--- config.mk ---
export PLATFORM = sky130hd
export DESIGN_NAME = seq_mult6
export DESIGN_NICKNAME = d
export VERILOG_FILES = /design/src/rtl/seq_mult6.sv
export SDC_FILE = /design/constraint.sdc
export NUM_CORES = 1
export LEC_CHECK = 0
export CAP_MARGIN = 20
export CELL_PAD_IN_SITES_DETAIL_PLACEMENT = 1
export CELL_PAD_IN_SITES_GLOBAL_PLACEMENT = 2
export CORE_UTILIZATION = 33
export CTS_CLUSTER_DIAMETER = 30
export DETAILED_ROUTE_END_ITERATION = 16
export GPL_TIMING_DRIVEN = 0
export HOLD_SLACK_MARGIN = 0.02
export PLACE_DENSITY = 0.83
export RECOVER_POWER = 100
export SLEW_MARGIN = 25
export SYNTH_ARGS = -nofsm -noshare
export SYNTH_HDL_FRONTEND = slang
export SYNTH_SLANG_ARGS = --single-unit
--- constraint.sdc ---
create_clock -name clk -period 3.45 [get_ports clk]
set_input_delay 0.5175 -clock clk [delete_from_list [all_inputs] [get_ports clk]]
set_output_delay 0.5175 -clock clk [all_outputs]
set_load 0.01 [all_outputs]
--- src/rtl/seq_mult6.sv ---
// ---------------------------------------------------------------------------
// seq_mult6 -- 6 x 6 -> 12-bit sequential shift-and-add multiplier.
//
// One partial product is accumulated per clock. A request accepted in IDLE
// produces a one-cycle done pulse and a new product exactly six edges later.
// The following edge returns the FSM to IDLE, so start held high gives one
// multiply every eight cycles.
//
// Build option:
//   SEQ_MULT6_SIGNED_EN  defined   -> a, b and product are two's complement
//                                     (the multiplicand is sign-extended and
//                                     the bit-5 partial product is subtracted)
//                        undefined -> a, b and product are unsigned
//   Cycle timing and the interface are the same in both builds.
//
// Ports:
//   clk      in   1   single clock; all state changes on the rising edge
//   rst      in   1   synchronous active-high reset; overrides everything
//   start    in   1   multiply request; sampled only in IDLE
//   a        in   6   multiplicand, captured on the accepting edge
//   b        in   6   multiplier, captured on the accepting edge
//   busy     out  1   high whenever the FSM is not in IDLE
//   done     out  1   registered one-cycle pulse marking a new product
//                     (load enable for the downstream 12-bit register)
//   product  out  12  registered result of the last completed multiply
// ---------------------------------------------------------------------------
module seq_mult6 (
  input  logic        clk,
  input  logic        rst,
  input  logic        start,
  input  logic [5:0]  a,
  input  logic [5:0]  b,
  output logic        busy,
  output logic        done,
  output logic [11:0] product
);

  typedef enum logic [1:0] {
    IDLE = 2'd0,
    CALC = 2'd1,
    DONE = 2'd2
  } state_e;

  state_e      state_q, state_d;

  logic [5:0]  a_q, a_d;
  logic [5:0]  b_q, b_d;
  logic [11:0] acc_q, acc_d;
  logic [2:0]  cnt_q, cnt_d;
  logic [11:0] product_q, product_d;
  logic        done_q, done_d;

  logic [11:0] a_ext;
  logic [11:0] pp;
  logic [11:0] acc_step;
  logic        cnt_last;

  // -------------------------------------------------------------------------
  // State register
  // -------------------------------------------------------------------------
  always_ff @(posedge clk) begin
    if (rst) begin
      state_q <= IDLE;
    end else begin
      state_q <= state_d;
    end
  end

  // -------------------------------------------------------------------------
  // Next-state logic
  // -------------------------------------------------------------------------
  assign cnt_last = (cnt_q == 3'd5);

  always_comb begin
    state_d = state_q;
    case (state_q)
      IDLE:    if (start) state_d = CALC;
      CALC:    if (cnt_last) state_d = DONE;
      DONE:    state_d = IDLE;
      default: state_d = IDLE;
    endcase
  end

  // -------------------------------------------------------------------------
  // FSM outputs
  // -------------------------------------------------------------------------
  always_comb begin
    busy = (state_q != IDLE);
  end

  // -------------------------------------------------------------------------
  // Datapath: one partial product per CALC cycle
  // -------------------------------------------------------------------------
`ifdef SEQ_MULT6_SIGNED_EN
  assign a_ext = {{6{a_q[5]}}, a_q};
`else
  assign a_ext = {6'd0, a_q};
`endif

  assign pp = a_ext << cnt_q;

  always_comb begin
    acc_step = acc_q;
    if (b_q[cnt_q]) begin
`ifdef SEQ_MULT6_SIGNED_EN
      // Bit 5 of a two's complement multiplier carries weight -32.
      if (cnt_last) acc_step = acc_q - pp;
      else          acc_step = acc_q + pp;
`else
      acc_step = acc_q + pp;
`endif
    end
  end

  always_comb begin
    a_d       = a_q;
    b_d       = b_q;
    acc_d     = acc_q;
    cnt_d     = cnt_q;
    product_d = product_q;
    done_d    = 1'b0;
    case (state_q)
      IDLE: begin
        if (start) begin
          a_d   = a;
          b_d   = b;
          acc_d = '0;
          cnt_d = '0;
        end
      end
      CALC: begin
        acc_d = acc_step;
        cnt_d = cnt_q + 3'd1;
        if (cnt_last) begin
          // Final sum goes straight to product, skipping an extra cycle.
          product_d = acc_step;
          done_d    = 1'b1;
        end
      end
      default: ;
    endcase
  end

  always_ff @(posedge clk) begin
    if (rst) begin
      a_q       <= '0;
      b_q       <= '0;
      acc_q     <= '0;
      cnt_q     <= '0;
      product_q <= '0;
      done_q    <= 1'b0;
    end else begin
      a_q       <= a_d;
      b_q       <= b_d;
      acc_q     <= acc_d;
      cnt_q     <= cnt_d;
      product_q <= product_d;
      done_q    <= done_d;
    end
  end

  assign done    = done_q;
  assign product = product_q;

endmodule

==> results of run 1 <==
## power by group through the flow
| stage | sequential, mW | combinational (mW) | clock (mW) |
|---|---|---|---|
| after floorplan | 0.513 | 0.0936 | 0 |
| after global placement | 0.515 | 0.140 | 0 |
| after detailed placement | 0.516 | 0.141 | 0 |
| after CTS | 0.504 | 0.142 | 0.313 |
| after global routing | 0.506 | 0.153 | 0.329 |
| final | 0.504 | 0.137 | 0.304 |
## sequential cells by signal, indices dropped and copies added, names as in the netlist
register,count
acc_q,12
cnt_q,3
done,1
b_q,6
state_q,2
a_q,6
product,12
## synthesized netlist by cell type, types with 2 or more instances
cell,instances
nand2_1,48
dfxtp_1,42
a21oi_1,32
nor2_1,32
nand3_1,16
clkbuf_1,13
ha_1,13
a211oi_1,12
mux2i_1,12
o21ai_0,12
nor3_1,9
inv_1,8
xnor2_1,8
a31oi_1,5
mux2_2,5
nand4_1,5
a21o_1,4
buf_6,3
o31ai_1,3
or3_1,3
a211o_1,2
nand2b_1,2
nor2b_1,2
o22ai_1,2
## per-stage QoR
| step | setup slack [ns] | area (µm²) |
|---|---|---|
| after CTS | 0.0574 | 2940 |
| after floorplan | 0.431 | 2460 |
| final | 0.218 | 2940 |
| after global routing | -0.0139 | 2940 |
| after detailed placement | -0.111 | 2860 |
| after global placement | -0.103 | 2860 |
## worst max-delay path, stage by stage (launching register included)
cell and delay [ns]:
dfxtp_1 0.41, clkbuf_4 0.25, mux2_2 0.36, nand2_1 0.06, o21ai_0 0.10, nor2_1 0.10, a21oi_1 0.07, ha_1 0.40
nand3_1 0.18, nor2_1 0.27, a2111oi_4 0.13, or3_1 0.38, a211o_1 0.27, a31oi_1 0.15
## area by class of cell
| cell class | count | area [µm²] | share of cell area [%] |
|---|---|---|---|
| clock buffer | 5 | 68.8 | 2.34 |
| tap | 99 | 124 | 4.21 |
| timing repair buffer | 27 | 270 | 9.18 |
| multi-input combinational | 242 | 1500 | 51.1 |
| inverter | 8 | 30.0 | 1.02 |
| clock inverter | 2 | 10.0 | 0.340 |
| buffer | 18 | 96.3 | 3.27 |
| sequential | 42 | 841 | 28.6 |
## cell families (layout without fill, tap and decap cells)
| logic type | after synthesis | in the layout | synth area share, % |
|---|---|---|---|
| xor gates and xnor gates | 8 | 8 | 2.85 |
| buffers and inverters | 26 | 60 | 4.93 |
| adders and majority gates | 14 | 14 | 7.42 |
| AOI/OAI and AO/OA | 79 | 79 | 20.5 |
| muxes | 18 | 18 | 8.08 |
| and+or+nand+nor | 123 | 123 | 22.1 |
| DFF | 42 | 42 | 34.1 |
## timing repair
item                                    CTS  global route
endpoints found under the setup margin    2             4
hold buffers                              0             0
gates resized for setup                   1             5
pin swaps                                 0             1
## how the worst max path moves through the flow
stage	startpoint	endpoint	slack (ns)	cells after the start
final	cnt_q[1]	acc_q[11]	0.22	13
after detailed placement	cnt_q[1]	acc_q[11]	-0.11	13
after floorplan	cnt_q[1]	acc_q[11]	0.43	13
after global routing	cnt_q[1]	acc_q[11]	-0.01	13
after global placement	cnt_q[1]	acc_q[11]	-0.10	13
after CTS	cnt_q[1]	acc_q[11]	0.06	13
## routing by layer
metal | wire length, µm | track usage (%) | vias to the layer above
li1 | - | - | 1166
met1 | 3350 | 25.0 | 1113
met2 | 3480 | 33.8 | 29
met3 | 136 | 3.08 | 10
met4 | 78 | 4.40 | 0
met5 | 0 | 0 | -
==> summary.txt, run 1 <==
Placement
  – Dpl cells: 436
  – GPL Wtd Cong: 0.823
  – Port Buffer Count: 27
  – HPWL Detailed: between 5000 and 6000 µm

Worst setup path
  – Worst reg2reg path endpoint: acc_q[11]
  – CP arrival: 3.44 ns
  – Reg-to-reg slack, setup: 0.22 ns
  – Crit-path max FO: 10
  – CP endpoint kind: register
  – FF-to-FF Start: cnt_q[1]
  – Critical path required time: 3.66 ns
  – R2R depth: 13
  – Worst Setup Start Kind: register
  – WS Path Type: reg -> reg

Hold path
  – HP Class: reg -> reg
  – Hold endpoint: b_q[5]
  – Hold depth: 2
  – Min-delay src: b_q[5]

Timing
  – WHS: around 0.46 ns
  – Unrepaired setup endpoints after global routing: yes
  – Setup TNS: 0 ns
  – Slew Limit Fails: 0
  – Fin. Hold Viols: 0
  – Max frequency: 309 MHz
  – Skew final: around 0.0095 ns
  – Tmin final: approximately 3.2 ns
  – Slew headroom: 23.5%
  – Final setup violation count: 0
  – Slew @ Worst Pin: 1.15 ns
  – Fin crit share: 93.7%

Synthesis
  – Synth warn: 0
  – Async SR Flop Fraction: 0%
  – Area leader, netlist: dfxtp_1
  – Yosys cell types: 41
  – Share of the synthesized area in the top cell type: about a third
  – Post-synthesis instance area: 2460 µm²
  – Number of flops mapped to enable cells by yosys: 0
  – Register bit total from synthesis: 42
  – Synth top area cells: dfxtp_1 34%, nand2_1 7.3%, ha_1 6.6%
  – Seq/Total Area, Yosys: 34.1%
  – Net count after synthesis: 339
  – Post-Synthesis Cells: 310
  – Syn avg cell area: 7.94 µm²
  – Commonest register cell after synthesis: dfxtp_1

Detailed routing
  – Wirelength per Cell: 15.9 µm
  – Residual DRC: 0
  – DRT antenna net count: 0
  – Drt total wl: 7040 µm
  – Vias/cell: 5.23
  – Vias: 2318
  – First DRT Iteration DRCs: 61
  – Drt first pass iters: 5

Clock tree
  – Root Buffer Master: clkbuf_8
  – CTS sink count: 42
  – CTS tree: done
  – Htree depth: 2
  – CTS Buf Count: 5
  – Clk_lat worst skew: around 0.29 ns
  – Post-CTS setup buffers: 0
  – CTS Buffer Depth: 2
  – Clk slew on worst S/H paths: ~0.08 ns

Cells and area
  – Nets: 373
  – Final-layout fill cell count: 907
  – Most frequent cells in the layout: 48 x nand2_1, 42 x dfxtp_1, 32 x nor2_1, 32 x a21oi_1, 16 x nand3_1
  – Core Util, Final: 40.8%
  – Layout cells sized above 1: 6.69%
  – Fin cells: about 440
  – N_diodes: 0
  – Commonest non-fill, non-tap cell in the layout: nand2_1
  – Synth-to-Final Area Change: 19.6%

Floorplan
  – Rows: 31
  – Die ar.: 7810 µm²
  – Chip Width: 88.4 µm
  – Initial core utilization: around a third
  – Core area: about 7200 µm²
  – Boundary Pins: 29
  – Die height: 88.4 µm

Power
  – Sw frac: 27.2%
  – P_leak: 1.15 nW
  – Proportion of power drawn by flip-flops and latches: 53.3%
  – Logic pwr share: 14.5%
  – Pwr Density: ~320 nW/µm²
  – Int Pwr: between 0.6 and 0.7 mW
  – Clock Power Share: between 30 and 40%
  – Psw: 0.257 mW
  – Final Power: 0.945 mW
  – Peak supply drop: 181 µV

Run status
  – Status: finished clean

Job
  – MaxCap Viol Count: 0

GRT
  – GRT overflow: 0
  – Pin count of the biggest net entering global routing: 13
  – First-pass GRT wire length: 11400 µm
  – Vias in the first global route: 2280
  – Initial antenna violation count: 0
  – Tot GR Track Use: 19.4%
No activity file was read; power rests on OpenSTA's default activity.
==> inputs of run 2 (changes only) <==
--- a/config.mk
+++ b/config.mk
@@ -12,10 +12,10 @@
 export CTS_CLUSTER_DIAMETER = 30
 export DETAILED_ROUTE_END_ITERATION = 16
 export GPL_TIMING_DRIVEN = 0
-export HOLD_SLACK_MARGIN = 0.02
+export HOLD_SLACK_MARGIN = 0.1
 export PLACE_DENSITY = 0.83
 export RECOVER_POWER = 100
-export SLEW_MARGIN = 25
+export SLEW_MARGIN = 20
 export SYNTH_ARGS = -nofsm -noshare
 export SYNTH_HDL_FRONTEND = slang
 export SYNTH_SLANG_ARGS = --single-unit
==> results of run 2 <==
Final layout, timing and power as in run 1 (identical DEF).
